File: src/rtl/pulse_peak_detector.sv
// pulse_peak_detector
//   Sits after the shaping filter. Watches the signed shaped stream for pulses
//   above a threshold, captures the peak amplitude and the free-running
//   timestamp of the peak sample, flags pile-up (re-rise or timeout), and
//   presents one event per pulse on a valid/ready output register.
//
// Optional feature macro: PULSE_PEAK_BASELINE_EN
//   defined   : slow IIR baseline tracker (updates only while idle) is
//               subtracted from IN with 16-bit saturation; PEAK is corrected.
//   undefined : x = IN, no baseline logic, PEAK is the raw sample.
//
// Ports
//   clk       in   1     single clock, posedge
//   reset     in   1     synchronous, active-low
//   IN        in   16    shaped sample, two's complement
//   THR       in   16    signed threshold, compared every clock
//   READY     in   1     downstream accepts when VALID & READY
//   VALID     out  1     event present
//   PEAK      out  16    signed peak amplitude
//   TSTAMP    out  TS_W  timestamp counter value at the peak sample
//   PILEUP    out  1     re-rise seen or MAX_LEN timeout hit
//   OVERFLOW  out  1     sticky: an event was dropped while VALID was held
//
// state | meaning
// ------+-------------------------------------------------------------
// IDLE  | waiting for x > THR (baseline tracks here when enabled)
// RISE  | climbing; tracking max and its timestamp
// FALL  | past the peak; waiting for x <= THR or a re-rise
// HOLD  | dead time after an emit, input ignored for HOLDOFF cycles

module pulse_peak_detector #(
  parameter int HOLDOFF = 12,
  parameter int MAX_LEN = 64,
  parameter int TS_W    = 32
) (
  input  logic              clk,
  input  logic              reset,
  input  logic [15:0]       IN,
  input  logic [15:0]       THR,
  input  logic              READY,
  output logic              VALID,
  output logic [15:0]       PEAK,
  output logic [TS_W-1:0]   TSTAMP,
  output logic              PILEUP,
  output logic              OVERFLOW
);

  localparam int LEN_W = (MAX_LEN > 1) ? $clog2(MAX_LEN) : 1;
  localparam int HO_W  = $clog2(HOLDOFF + 1);

  localparam logic [1:0] S_IDLE = 2'd0;
  localparam logic [1:0] S_RISE = 2'd1;
  localparam logic [1:0] S_FALL = 2'd2;
  localparam logic [1:0] S_HOLD = 2'd3;

  logic [1:0]         state, state_n;
  logic signed [15:0] x;
  logic signed [15:0] thr_s;
  logic signed [15:0] max_r, max_n;
  logic [TS_W-1:0]    ts_cnt;
  logic [TS_W-1:0]    ts_r, ts_n;
  logic               pu_r, pu_n;
  logic [LEN_W-1:0]   len_r, len_n;
  logic [HO_W-1:0]    hold_r, hold_n;
  logic               emit;
  logic               emit_pu;

  assign thr_s = THR;

`ifdef PULSE_PEAK_BASELINE_EN
  logic signed [15:0] bl;
  logic signed [16:0] diff;
  logic signed [16:0] diff_sh;

  // Difference in 17 bits; the two top bits disagree only on 16-bit overflow.
  always_comb begin
    diff    = {IN[15], IN} - {bl[15], bl};
    diff_sh = diff >>> 4;
    if (diff[16] != diff[15])
      x = diff[16] ? 16'sh8000 : 16'sh7fff;
    else
      x = diff[15:0];
  end

  // bl moves 1/16 of the way toward IN, so the sum always stays within 16 bits.
  always_ff @(posedge clk) begin
    if (!reset)
      bl <= '0;
    else if (state == S_IDLE)
      bl <= bl + diff_sh[15:0];
  end
`else
  assign x = IN;
`endif

  always_comb begin
    state_n = state;
    max_n   = max_r;
    ts_n    = ts_r;
    pu_n    = pu_r;
    len_n   = len_r;
    hold_n  = hold_r;
    emit    = 1'b0;
    emit_pu = 1'b0;
    case (state)
      S_IDLE: begin
        if (x > thr_s) begin
          state_n = S_RISE;
          max_n   = x;
          ts_n    = ts_cnt;
          len_n   = '0;
          pu_n    = 1'b0;
        end
      end
      S_RISE, S_FALL: begin
        len_n = len_r + LEN_W'(1);
        // Timeout wins over every other transition and always flags pile-up.
        if (len_r == LEN_W'(MAX_LEN - 1)) begin
          emit    = 1'b1;
          emit_pu = 1'b1;
        end else if (state == S_RISE) begin
          if (x > max_r) begin
            max_n = x;
            ts_n  = ts_cnt;
          end else if (x < max_r) begin
            state_n = S_FALL;
          end
        end else begin
          if (x <= thr_s) begin
            emit    = 1'b1;
            emit_pu = pu_r;
          end else if (x > max_r) begin
            pu_n    = 1'b1;
            max_n   = x;
            ts_n    = ts_cnt;
            state_n = S_RISE;
          end
        end
        if (emit) begin
          state_n = S_HOLD;
          hold_n  = HO_W'(HOLDOFF - 1);
        end
      end
      S_HOLD: begin
        if (hold_r == '0)
          state_n = S_IDLE;
        else
          hold_n = hold_r - HO_W'(1);
      end
      default: state_n = S_IDLE;
    endcase
  end

  always_ff @(posedge clk) begin
    if (!reset) begin
      state  <= S_IDLE;
      max_r  <= '0;
      ts_r   <= '0;
      pu_r   <= 1'b0;
      len_r  <= '0;
      hold_r <= '0;
      ts_cnt <= '0;
    end else begin
      state  <= state_n;
      max_r  <= max_n;
      ts_r   <= ts_n;
      pu_r   <= pu_n;
      len_r  <= len_n;
      hold_r <= hold_n;
      ts_cnt <= ts_cnt + TS_W'(1);
    end
  end

  // Emit carries the registered max/ts: no emit path also updates them.
  always_ff @(posedge clk) begin
    if (!reset) begin
      VALID    <= 1'b0;
      PEAK     <= '0;
      TSTAMP   <= '0;
      PILEUP   <= 1'b0;
      OVERFLOW <= 1'b0;
    end else if (emit) begin
      if (!VALID || READY) begin
        VALID  <= 1'b1;
        PEAK   <= max_r;
        TSTAMP <= ts_r;
        PILEUP <= emit_pu;
      end else begin
        OVERFLOW <= 1'b1;
      end
    end else if (VALID && READY) begin
      VALID <= 1'b0;
    end
  end

endmodule

File: config.mk
export PLATFORM = sky130hd
export DESIGN_NAME = pulse_peak_detector
export DESIGN_NICKNAME = d
export VERILOG_FILES = /design/src/rtl/pulse_peak_detector.sv
export SDC_FILE = /design/constraint.sdc
export NUM_CORES = 1
export LEC_CHECK = 0
export BUFFER_PORTS_ARGS = -buffer_cell sky130_fd_sc_hd__buf_2
export CORE_UTILIZATION = 55
export CTS_CLUSTER_DIAMETER = 200
export DETAILED_ROUTE_END_ITERATION = 7
export PLACE_DENSITY = 0.84
export SLEW_MARGIN = 20
export SYNTH_ARGS = -nofsm -noshare
export SYNTH_HDL_FRONTEND = slang
export SYNTH_SLANG_ARGS = --single-unit
File: constraint.sdc
create_clock -name clk -period 3.3 [get_ports clk]
set_input_delay 0.165 -clock clk [delete_from_list [all_inputs] [get_ports clk]]
set_output_delay 0.165 -clock clk [all_outputs]
set_load 0.03 [all_outputs]
==> impl_results.md <==
- Setup violations, final: 0
- Relative slew slack: between 40 and 50%
- Post-CTS repair timing setup buffer count: 0
- Vias in the first global route: 5205
- Core box area: 0.0120 sq mm
- Die Y: ~110 um
- Iteration-0 DRC Markers: ~320
- Top post-synthesis cells by area: dfxtp_1, mux2i_1, nand2_1
- Die width: about 110 um
- Post-Syn Area: between 0.006 and 0.007 sq mm
- Worst min path class: input port to flop
- Syn Nets: 838
- Crit path from: IN[0]
- WHS Endpoint: max_r[5]$_SDFFE_PN0P_
- Async set or reset register ratio after synthesis: 0%
- Antenna-violating nets left: 0
- Grt total ovfl: 0
- Syn_area_per_cell: between 8 and 9 sq um
- Sequential-to-total area share from yosys stat: about 43%
- Worst EP arrival: 3020 ps
- Post-synth top area share: 42.6%
- CP max stage delay: 540 ps
- Post-route insts no fill: about 1000
- CP max stage cell: or4_4
- Max VDD drop: between 0.0003 and 0.0004 V
- Post-Route WL: roughly 15 mm
- Largest family of logic cells by synthesized area: simple AND/OR/NAND/NOR gates
- Via/cell ratio: around 5.5
- Total global-route track usage: about a quarter
- Clock-pin slew on the worst setup and hold paths: ~60 ps
- PortBufs: 85
- Status: complete, no violations
- Worst Path Required: 3650 ps
- R2R depth: 10
- Clock Path Buffers: 2
- Setup crit start kind: input port
- Clk Latency, worst-skew pair: 420 ps
- Routed WL per cell: around 14 um
- Synth area leader: dfxtp_1
- # DRC: 0
- Synth Area in XOR/XNOR: around 2.6%
- MaxCap Viol Count: 0
- Grt met3 use: between 4 and 5%
- Critical path fanouts, max: 23
- # diodes: 0
- Adder-cell share of the synthesized area: 7.21%
- Pre-antenna DRT Iters: 6
- Site Rows: 40
- Syn-to-layout area delta: 17.2%
- Hold Vio Cnt, Final: 0
- Hold buffers post-CTS: 1
- Netlist cell types: 52
- Worst slew pin tran: around 800 ps
- Compound-cell area share of the yosys netlist: between 8 and 9%
- GPL Wtd Cong: between 0.8 and 0.9
- Starting Density: between 50% and 60%
- Yosys reg bits: 144
- Cts repair resizes: 0
- Clock Tree Root: clkbuf_16
- R2R Path Start: max_r[5]$_SDFFE_PN0P_
- Total power divided by cell area: ~670 mW/mm^2
- Yosys warns: 0
- Crit Path Category: input port to flop
- Unrepaired setup endpoints after global routing: no
- Number of synthesized flops with an enable pin: 0
- Reg2reg end: ts_r[8]$_SDFFE_PN0P_
- Element type at the critical path end: flop
- Final period utilization: 80.9%
- CTS Sinks: ~140
- Vias: 5493
- Largest net degree at the start of global routing: ~80
- CTS tree: built
- Internal reg-to-reg setup slack: ~670 ps
- I/O pin count: 86
- Met1 Resource Use GR: a little under a third
- Initial antenna violation count: 0
- Final min period: 2670 ps
- Busiest grt layer: met2
- TNS Setup: 0 ps
- Dpl hpwl: 9.91 mm
- Post-synthesis simple-gate area fraction: around a fifth
- Hold Crit Start: IN[5]
- First-pass GRT wire length: around 25 mm
- NumNets Final: just over 900
- Met2 usage in global routing: 40.0%
- Top_reg_cell synth: dfxtp_1
- Placed Cells: between 900 and 1000
- Layout Skew: 9.99 ps
- Final Max Tran Viols: 0
- Share of cells above drive strength 1: between 10% and 20%
- Post-synthesis mux area share: 14.6%
- CTS Buf Count: 17
- Leak: approximately 3.4 nW
- H-tree depth: 4
- Synthesized instance count: roughly 760
- CP Cell Sequence: dlygate4sd3_1 -> buf_2 -> inv_1 -> ha_1 -> nor2b_1 -> o211ai_1 -> a2111oi_0 -> or4_4 -> a211oi_2 -> o211a_4 -> buf_12 -> mux2i_1
- Hold path cells: 3
- Max Clk Rate: around 370 MHz
- Die area: between 0.01 and 0.015 sq mm
## power by group
part	internal, mW	total, mW	switching [mW]	leakage, nW
logic	0.651	1.55	0.900	1.94
clock network	1.08	1.83	0.750	0.262
registers	1.87	1.95	0.0807	1.16
total	3.60	5.33	1.73	3.37
## cells in the final DEF (no fill, tap or decap), drive strengths merged, types with 4 or more instances in the layout
cell and instances:
o211ai 6, dfxtp 144, and2 6, o21ai 19
nand3 17, xnor2 11, ha 39, nand4 16
inv 47, and4 4, mux2i 99, and3 4
a21o 4, or4 4, clkinvlp 5, nor2 38
clkbuf 21, a21oi 34, clkinv 4, nor2b 9
buf 97, or3 11, xor2 9, nand2 168
## synthesized netlist by cell type (all sizes together) (11+ instances only)
cell,number
xnor2,11
clkbuf,25
mux2i,99
nand3,17
ha,39
buf,11
nand4,16
nor2,38
or3,11
nand2,168
inv,45
o21ai,19
a21oi,34
dfxtp,144
## per-layer routing
layer  wire, um  vias to the layer above
li1           -                     2774
met1       6810                     2579
met2       6990                      121
met3        581                       19
met4        184                        0
met5          0                        -
## logic make-up (layout without fill, tap and decap cells)
group                      count (synthesis)  count (layout)
AOI/OAI and AO/OA                         90              90
xor gates and xnor gates                  20              20
adders and majority gates                 39              39
buffers and inverters                     82             176
DFF                                      144             144
muxes                                     99              99
and+or+nand+nor                          290             290
## critical path, delay by kind of cell
family | cells | cell delay (ps)
simple gates | 2 | 580
mux | 1 | 230
fa+ha+maj | 1 | 150
compound gates | 4 | 900
buf+inv | 4 | 980
## final cells by class
type | instances | area [sq um]
Clock buffer | 21 | 460
Clock inverter | 11 | 108
Fill cell | 941 | 4080
Inverter | 46 | 173
Multi-Input combinational cell | 538 | 3550
Sequential cell | 144 | 2880
Tap cell | 147 | 184
Timing Repair Buffer | 98 | 578
## how the worst max path moves through the flow
stage,end,cells after the start
floorplan,PEAK[10]$_SDFFE_PN0P_,12
global placement,PEAK[0]$_SDFFE_PN0P_,10
detailed placement,TSTAMP[18]$_SDFFE_PN0P_,10
CTS,TSTAMP[18]$_SDFFE_PN0P_,12
global route,hold_r[1]$_SDFFE_PN0P_,11
finish,PEAK[6]$_SDFFE_PN0P_,12
## state kept, by name (all words and copies together), names as in the netlist
| signal | flops |
|---|---|
| TSTAMP | 32 |
| ts_cnt | 32 |
| ts_r | 32 |
| PEAK | 16 |
| max_r | 16 |
| len_r | 6 |
| hold_r | 4 |
| state | 2 |
| OVERFLOW | 1 |
| PILEUP | 1 |
| VALID | 1 |
| pu_r | 1 |
## stage by stage
step	utilization (%)	power [mW]	area (sq um)	hold slack [ps]	setup WS, ps
CTS	66.0	5.35	7930	3.88	645
floorplan	-	3.14	6770	304	803
finish	66.0	5.33	7930	16.9	630
global route	66.0	5.59	7930	28.4	449
global placement	61.2	3.47	7350	422	575
detailed placement	61.2	3.50	7350	445	490
(Power assumes the default switching activity.)
